$ cat src/rtl/serdes_channel_rx_rate_hunt.sv
// serdes_channel_rx_rate_hunt
// Receive-side rate-hunt and reset sequencer for one SerDes channel.
// Steps through the enabled line rates (highest first, then downwards with
// wrap), pulsing the channel rx reset for each attempt and waiting for the
// K-code sync detector to report sync. Once locked it supervises ksync and
// re-acquires the link at the same rate when sync is lost.
//
// Ports:
//   I_serdes_rx_clk    in   rx clock, the only clock
//   I_serdes_rx_rst_n  in   asynchronous active-low reset
//   I_hunt_en          in   hunting enable; low forces IDLE
//   I_rate_en_mask     in   [9:0] bit n set -> rate code n may be tried
//   I_serdes_rx_ksync  in   sync flag from the K-code sync detector
//   O_serdes_rx_rst    out  active-high rx reset to SerDes and sync detector
//   O_serdes_rate      out  [3:0] current rate code
//   O_rate_locked      out  high while in LOCKED
//   O_lock_loss_pulse  out  one-cycle pulse when loss of sync is declared
//   O_no_rate_err      out  hunting requested but no rate enabled
//   O_hunt_state       out  [2:0] IDLE=0 RESET=1 WAIT_LOCK=2 LOCKED=3 NEXT=4
module serdes_channel_rx_rate_hunt #(
    parameter int          RST_CYC      = 64,
    parameter logic [23:0] LOCK_TIMEOUT = 24'd4_000_000,
    parameter int          LOSS_FILTER  = 16,
    parameter int          RETRY_MAX    = 2
) (
    input  logic       I_serdes_rx_clk,
    input  logic       I_serdes_rx_rst_n,
    input  logic       I_hunt_en,
    input  logic [9:0] I_rate_en_mask,
    input  logic       I_serdes_rx_ksync,
    output logic       O_serdes_rx_rst,
    output logic [3:0] O_serdes_rate,
    output logic       O_rate_locked,
    output logic       O_lock_loss_pulse,
    output logic       O_no_rate_err,
    output logic [2:0] O_hunt_state
);

    typedef enum logic [2:0] {
        ST_IDLE      = 3'd0,
        ST_RESET     = 3'd1,
        ST_WAIT_LOCK = 3'd2,
        ST_LOCKED    = 3'd3,
        ST_NEXT      = 3'd4
    } hunt_state_t;

    // Reset dwell counter counts 0..RST_CYC-1.
    localparam int RST_W  = (RST_CYC > 1) ? $clog2(RST_CYC) : 1;
    // Loss counter counts 0..LOSS_FILTER and saturates there.
    localparam int LOSS_W = $clog2(LOSS_FILTER + 1);

    localparam logic [RST_W-1:0]  RST_LAST     = RST_W'(RST_CYC - 1);
    localparam logic [RST_W-1:0]  RST_ONE      = RST_W'(1);
    localparam logic [LOSS_W-1:0] LOSS_LAST    = LOSS_W'(LOSS_FILTER - 1);
    localparam logic [LOSS_W-1:0] LOSS_MAX     = LOSS_W'(LOSS_FILTER);
    localparam logic [LOSS_W-1:0] LOSS_ONE     = LOSS_W'(1);
    localparam logic [23:0]       TIMEOUT_LAST = LOCK_TIMEOUT - 24'd1;
    localparam logic [2:0]        RETRY_MAX_C  = 3'(RETRY_MAX);

    // Highest enabled rate code (ascending scan, last hit wins).
    function automatic logic [3:0] highest_rate(input logic [9:0] mask);
        logic [3:0] sel;
        sel = 4'd0;
        for (int i = 0; i < 10; i++) begin
            if (mask[i]) begin
                sel = 4'(i);
            end else begin
                sel = sel;
            end
        end
        return sel;
    endfunction

    // Next lower enabled code below 'rate'; wraps to the highest enabled
    // code when nothing lower is enabled, so a lone rate reselects itself.
    function automatic logic [3:0] next_lower_rate(input logic [9:0] mask,
                                                   input logic [3:0] rate);
        logic [3:0] sel;
        sel = highest_rate(mask);
        for (int i = 0; i < 10; i++) begin
            if (mask[i] && (4'(i) < rate)) begin
                sel = 4'(i);
            end else begin
                sel = sel;
            end
        end
        return sel;
    endfunction

    hunt_state_t       state_r, state_s;
    logic [3:0]        rate_r, rate_s;
    logic [2:0]        retry_r, retry_s;
    logic [RST_W-1:0]  rst_cnt_r, rst_cnt_s;
    logic [23:0]       timer_r, timer_s;
    logic [LOSS_W-1:0] loss_r, loss_s;
    logic              rx_rst_r, locked_r, loss_pulse_r, no_rate_err_r;
    logic              loss_pulse_s;
    logic              mask_nz_s;
    logic [15:0]       mask_ext_s;

    assign mask_nz_s  = |I_rate_en_mask;
    // Widened so a 4-bit rate code indexes it without range concerns.
    assign mask_ext_s = {6'd0, I_rate_en_mask};

    // Next-state, counter and rate selection logic.
    always_comb begin
        state_s      = state_r;
        rate_s       = rate_r;
        retry_s      = retry_r;
        rst_cnt_s    = '0;
        timer_s      = '0;
        loss_s       = '0;
        loss_pulse_s = 1'b0;

        if (!I_hunt_en) begin
            state_s = ST_IDLE;
        end else begin
            case (state_r)
                ST_IDLE: begin
                    if (mask_nz_s) begin
                        rate_s  = highest_rate(I_rate_en_mask);
                        retry_s = 3'd0;
                        state_s = ST_RESET;
                    end else begin
                        state_s = ST_IDLE;
                    end
                end
                ST_RESET: begin
                    if (rst_cnt_r == RST_LAST) begin
                        state_s = ST_WAIT_LOCK;
                    end else begin
                        rst_cnt_s = rst_cnt_r + RST_ONE;
                    end
                end
                ST_WAIT_LOCK: begin
                    // ksync wins over the timeout on the same cycle.
                    if (I_serdes_rx_ksync) begin
                        state_s = ST_LOCKED;
                    end else if (timer_r == TIMEOUT_LAST) begin
                        state_s = ST_NEXT;
                    end else begin
                        timer_s = timer_r + 24'd1;
                    end
                end
                ST_LOCKED: begin
                    if (!mask_ext_s[rate_r]) begin
                        // Current rate withdrawn: force NEXT to pick another.
                        retry_s = RETRY_MAX_C;
                        state_s = ST_NEXT;
                    end else if (I_serdes_rx_ksync) begin
                        loss_s = '0;
                    end else if (loss_r == LOSS_LAST) begin
                        loss_s       = LOSS_MAX;
                        loss_pulse_s = 1'b1;
                        retry_s      = 3'd0;
                        state_s      = ST_RESET;
                    end else begin
                        loss_s = loss_r + LOSS_ONE;
                    end
                end
                ST_NEXT: begin
                    if (!mask_nz_s) begin
                        state_s = ST_IDLE;
                    end else if (retry_r < RETRY_MAX_C) begin
                        retry_s = retry_r + 3'd1;
                        state_s = ST_RESET;
                    end else begin
                        retry_s = 3'd0;
                        rate_s  = next_lower_rate(I_rate_en_mask, rate_r);
                        state_s = ST_RESET;
                    end
                end
                default: begin
                    state_s = ST_IDLE;
                end
            endcase
        end
    end

    // State, counters and registered outputs.
    always_ff @(posedge I_serdes_rx_clk or negedge I_serdes_rx_rst_n) begin
        if (!I_serdes_rx_rst_n) begin
            state_r       <= ST_IDLE;
            rate_r        <= 4'd0;
            retry_r       <= 3'd0;
            rst_cnt_r     <= '0;
            timer_r       <= 24'd0;
            loss_r        <= '0;
            rx_rst_r      <= 1'b1;
            locked_r      <= 1'b0;
            loss_pulse_r  <= 1'b0;
            no_rate_err_r <= 1'b0;
        end else begin
            state_r       <= state_s;
            rate_r        <= rate_s;
            retry_r       <= retry_s;
            rst_cnt_r     <= rst_cnt_s;
            timer_r       <= timer_s;
            loss_r        <= loss_s;
            // Reset is released only while waiting for or holding lock.
            rx_rst_r      <= !((state_s == ST_WAIT_LOCK) || (state_s == ST_LOCKED));
            locked_r      <= (state_s == ST_LOCKED);
            loss_pulse_r  <= loss_pulse_s;
            no_rate_err_r <= I_hunt_en && !mask_nz_s && (state_s == ST_IDLE);
        end
    end

    assign O_serdes_rx_rst   = rx_rst_r;
    assign O_serdes_rate     = rate_r;
    assign O_rate_locked     = locked_r;
    assign O_lock_loss_pulse = loss_pulse_r;
    assign O_no_rate_err     = no_rate_err_r;
    assign O_hunt_state      = state_r;

endmodule

$ cat config.mk
export PLATFORM = sky130hd
export DESIGN_NAME = serdes_channel_rx_rate_hunt
export DESIGN_NICKNAME = d
export VERILOG_FILES = /design/src/rtl/serdes_channel_rx_rate_hunt.sv
export SDC_FILE = /design/constraint.sdc
export NUM_CORES = 1
export LEC_CHECK = 0
export ABC_AREA = 1
export CELL_PAD_IN_SITES_DETAIL_PLACEMENT = 1
export CELL_PAD_IN_SITES_GLOBAL_PLACEMENT = 1
export CORE_UTILIZATION = 45
export CTS_CLUSTER_DIAMETER = 200
export DETAILED_ROUTE_END_ITERATION = 12
export PLACE_DENSITY = 0.91
export SYNTH_ARGS = -nofsm -noshare
export SYNTH_HDL_FRONTEND = slang
export SYNTH_SLANG_ARGS = --single-unit
$ cat constraint.sdc
create_clock -name I_serdes_rx_clk -period 3.25 [get_ports I_serdes_rx_clk]
set_clock_uncertainty 0.05 [all_clocks]
set_input_delay 0.4875 -clock I_serdes_rx_clk [delete_from_list [all_inputs] [get_ports I_serdes_rx_clk]]
set_output_delay 0.4875 -clock I_serdes_rx_clk [all_outputs]
set_load 0.01 [all_outputs]
==> reports/results.ini <==
[worst_hold_path]
hold_path.class=input pin to async pin

[setup_path]
cp_slowest_cell=clkdlybuf4s50_1
crit_type=input pin to register
max_stage_delay_ps=520
crit_top_cell=inv_1
cp_data_required_time_ps=3410
critPathLaunchType=input pin
crit_path_end_kind=register
r2r_start=timer_r[0]$_DFF_PN0_
cp.arrival_ps=2500
reg2reg_slack_ps=970
ff2ff_path_depth=9
worst-path-buf-inv=4
r2r-end=timer_r[9]$_DFF_PN0_
cp_top_family=buffers and inverters
path_cells=clkdlybuf4s50_1 -> inv_1 -> a21oi_1 -> o21ai_0 -> nand3_1 -> nand4_2 -> a21oi_1 -> inv_1 -> o221ai_1 -> nand2_1 -> nand2_1 -> inv_1
cp_max_fo=8

[flow_run]
maxCapViolCount=0

[synth]
avgSynthCellArea_sq_um=7.80
syn_area_sq_um=2790
yosysUniqueCellTypes=37
synth.largest_area_cell=dfrtp_1
yosysWarnings=0
synth.area.top_cells=dfrtp_1 43%, nand2_1 8.5%, inv_1 8.2%
synth_fp_nets=377
synth-seq-area-share=0.440
async_reset_ff_frac=1.00
yosys-top-cells-count=63 x nand2_1, 61 x inv_1, 48 x dfrtp_1
netlist_instances=358
yosys_most_used_dff=dfrtp_1
synth_top_cell_area_share=0.430
yosysMostFrequentCell=nand2_1
ys_seq_elements=49
synth_edf_count=0

[run_status]
outcome=complete, no violations

[drt]
vias=2569
vias_per_cell=5.55
drc=0
drtPass1Iterations=4
drt-initial-drc-count=94
postRouteAntennaNets=0
wirelength_um=7470
wl_per_cell_um=16.1

[grt]
grt_start_max_net_pins=50
antenna_found_initial=0
grt_pass1_wl_um=12500
grt_overflow=0
grt_pass1_vias=2693
grt_use_total=0.251

[placed_design]
pre_cts_ws_ps=710
dp_hpwl_um=5390
io_buffers=24
place_congestion=0.859
dpl_cell_area_sq_um=3110

[finish]
n_antenna_cell=0
fill_cells=756
drive_above_1_share=0.0722
final_area_sq_um=3210
syn_to_final_growth_pct=15.0
nNetsFinal=406

[clocking]
cts-resized-gates=0
clk_latency_ps=300
cts_buffer_depth=2
post_cts_buffers=0
cts_made_buffers=5
clk_pin_slew_worst_paths_ps=90
cts-root-buf=clkbuf_8
hold_buffers=0
cts_tree=yes
cts_sinks=49
htreeDepth=2

[power_and_ir_drop]
vdd_ir_drop_max_uv=194
leakage_nw=1.45
powerDensity_nw_per_um2=377

[die]
die_h_um=80.8
ios=25
fp.dieArea_sq_um=6520
die_w_um=80.8
core_sq_um=5960
start_util=0.469
num_rows=28

[sta]
relSlewSlack=0.281
worst_slack_ps=905
tightestPinTransition_ps=1080
clock.fmax_mhz=426
hold_viol_final=0
period_needed_ps=2350
finalMaxSlewViolations=0
setup_viol=0
rsz0062_at_grt=false
whs_ps=332
tns_ps=0
period_share=0.722

==> flip-flops by register name, indices dropped and copies added (netlist names) <==
register and count:
timer_r 24, rst_cnt_r 6, loss_r 5, O_serdes_rate 4
O_hunt_state 3, retry_r 3, O_lock_loss_pulse 1, O_no_rate_err 1
O_rate_locked 1, O_serdes_rx_rst 1
==> worst register-to-register path, cell delays in order, from the launching register on <==
cell      delay [ps]
dfrtp_1          410
ha_1             240
nand3_2          120
nor2_4            50
nand4_4           90
nor3_1            60
nand3_1          130
nand4_1          450
buf_4            390
a211oi_1         210
==> layer usage <==
layer  vias up  track usage  share of wire
li1       1233            -              -
met1      1260        0.301           0.43
met2        57        0.447           0.51
met3        19       0.0427          0.032
met4         0       0.0982          0.022
met5         -            0              0
==> cell usage in the layout, fill, tap and decap left out, types with 6 or more instances in the layout <==
| cell | n |
|---|---|
| nor3_1 | 14 |
| nand2_1 | 63 |
| o21ai_0 | 17 |
| nand3_1 | 17 |
| a21oi_1 | 21 |
| clkbuf_8 | 6 |
| nand4_1 | 6 |
| dfrtp_1 | 48 |
| nor2_1 | 47 |
| inv_1 | 61 |
| clkdlybuf4s50_1 | 23 |
==> through the flow <==
| stage | util | total power (W) | cells |
|---|---|---|---|
| after floorplan | - | 0.000755 | 358 |
| after global placement | 0.523 | 0.000833 | 455 |
| final | 0.539 | 0.00121 | 463 |
| after global routing | 0.539 | 0.00128 | 463 |
| after CTS | 0.539 | 0.00122 | 463 |
| after detailed placement | 0.523 | 0.000839 | 455 |
==> cell type report <==
class,instances,area (sq um),share of cell area
timing repair buffer,25,243,0.0756
clock buffer,6,82.6,0.0257
tap,75,93.8,0.0292
sequential,49,1230,0.382
inverter,61,229,0.0713
multi-input combinational,245,1320,0.412
clock inverter,2,13.8,0.00429
==> cell families after synthesis <==
kind of cell	Yosys count	synth area share
compound gates	58	0.122
xor+xnor	8	0.0251
fa+ha+maj	5	0.0224
buf+inv	64	0.0870
flops	49	0.440
simple gates	174	0.304
==> how the worst max path moves through the flow <==
stage | from | end | slack, ps | depth (start not counted)
after detailed placement | I_rate_en_mask[3] | O_no_rate_err$_DFF_PN0_ | 710 | 12
final | I_rate_en_mask[3] | O_no_rate_err$_DFF_PN0_ | 900 | 12
after floorplan | timer_r[0]$_DFF_PN0_ | timer_r[22]$_DFF_PN0_ | 1380 | 12
after global placement | I_rate_en_mask[7] | O_no_rate_err$_DFF_PN0_ | 840 | 12
after global routing | I_rate_en_mask[7] | O_no_rate_err$_DFF_PN0_ | 710 | 12
after CTS | I_rate_en_mask[3] | O_no_rate_err$_DFF_PN0_ | 930 | 12
==> where the power goes <==
part	switching, W	internal, W
combinational	0.000116	0.0000686
sequential	0.0000256	0.000622
clock	0.000206	0.000173
total	0.000348	0.000863
Note: power is estimated with default switching activity, not from simulation.
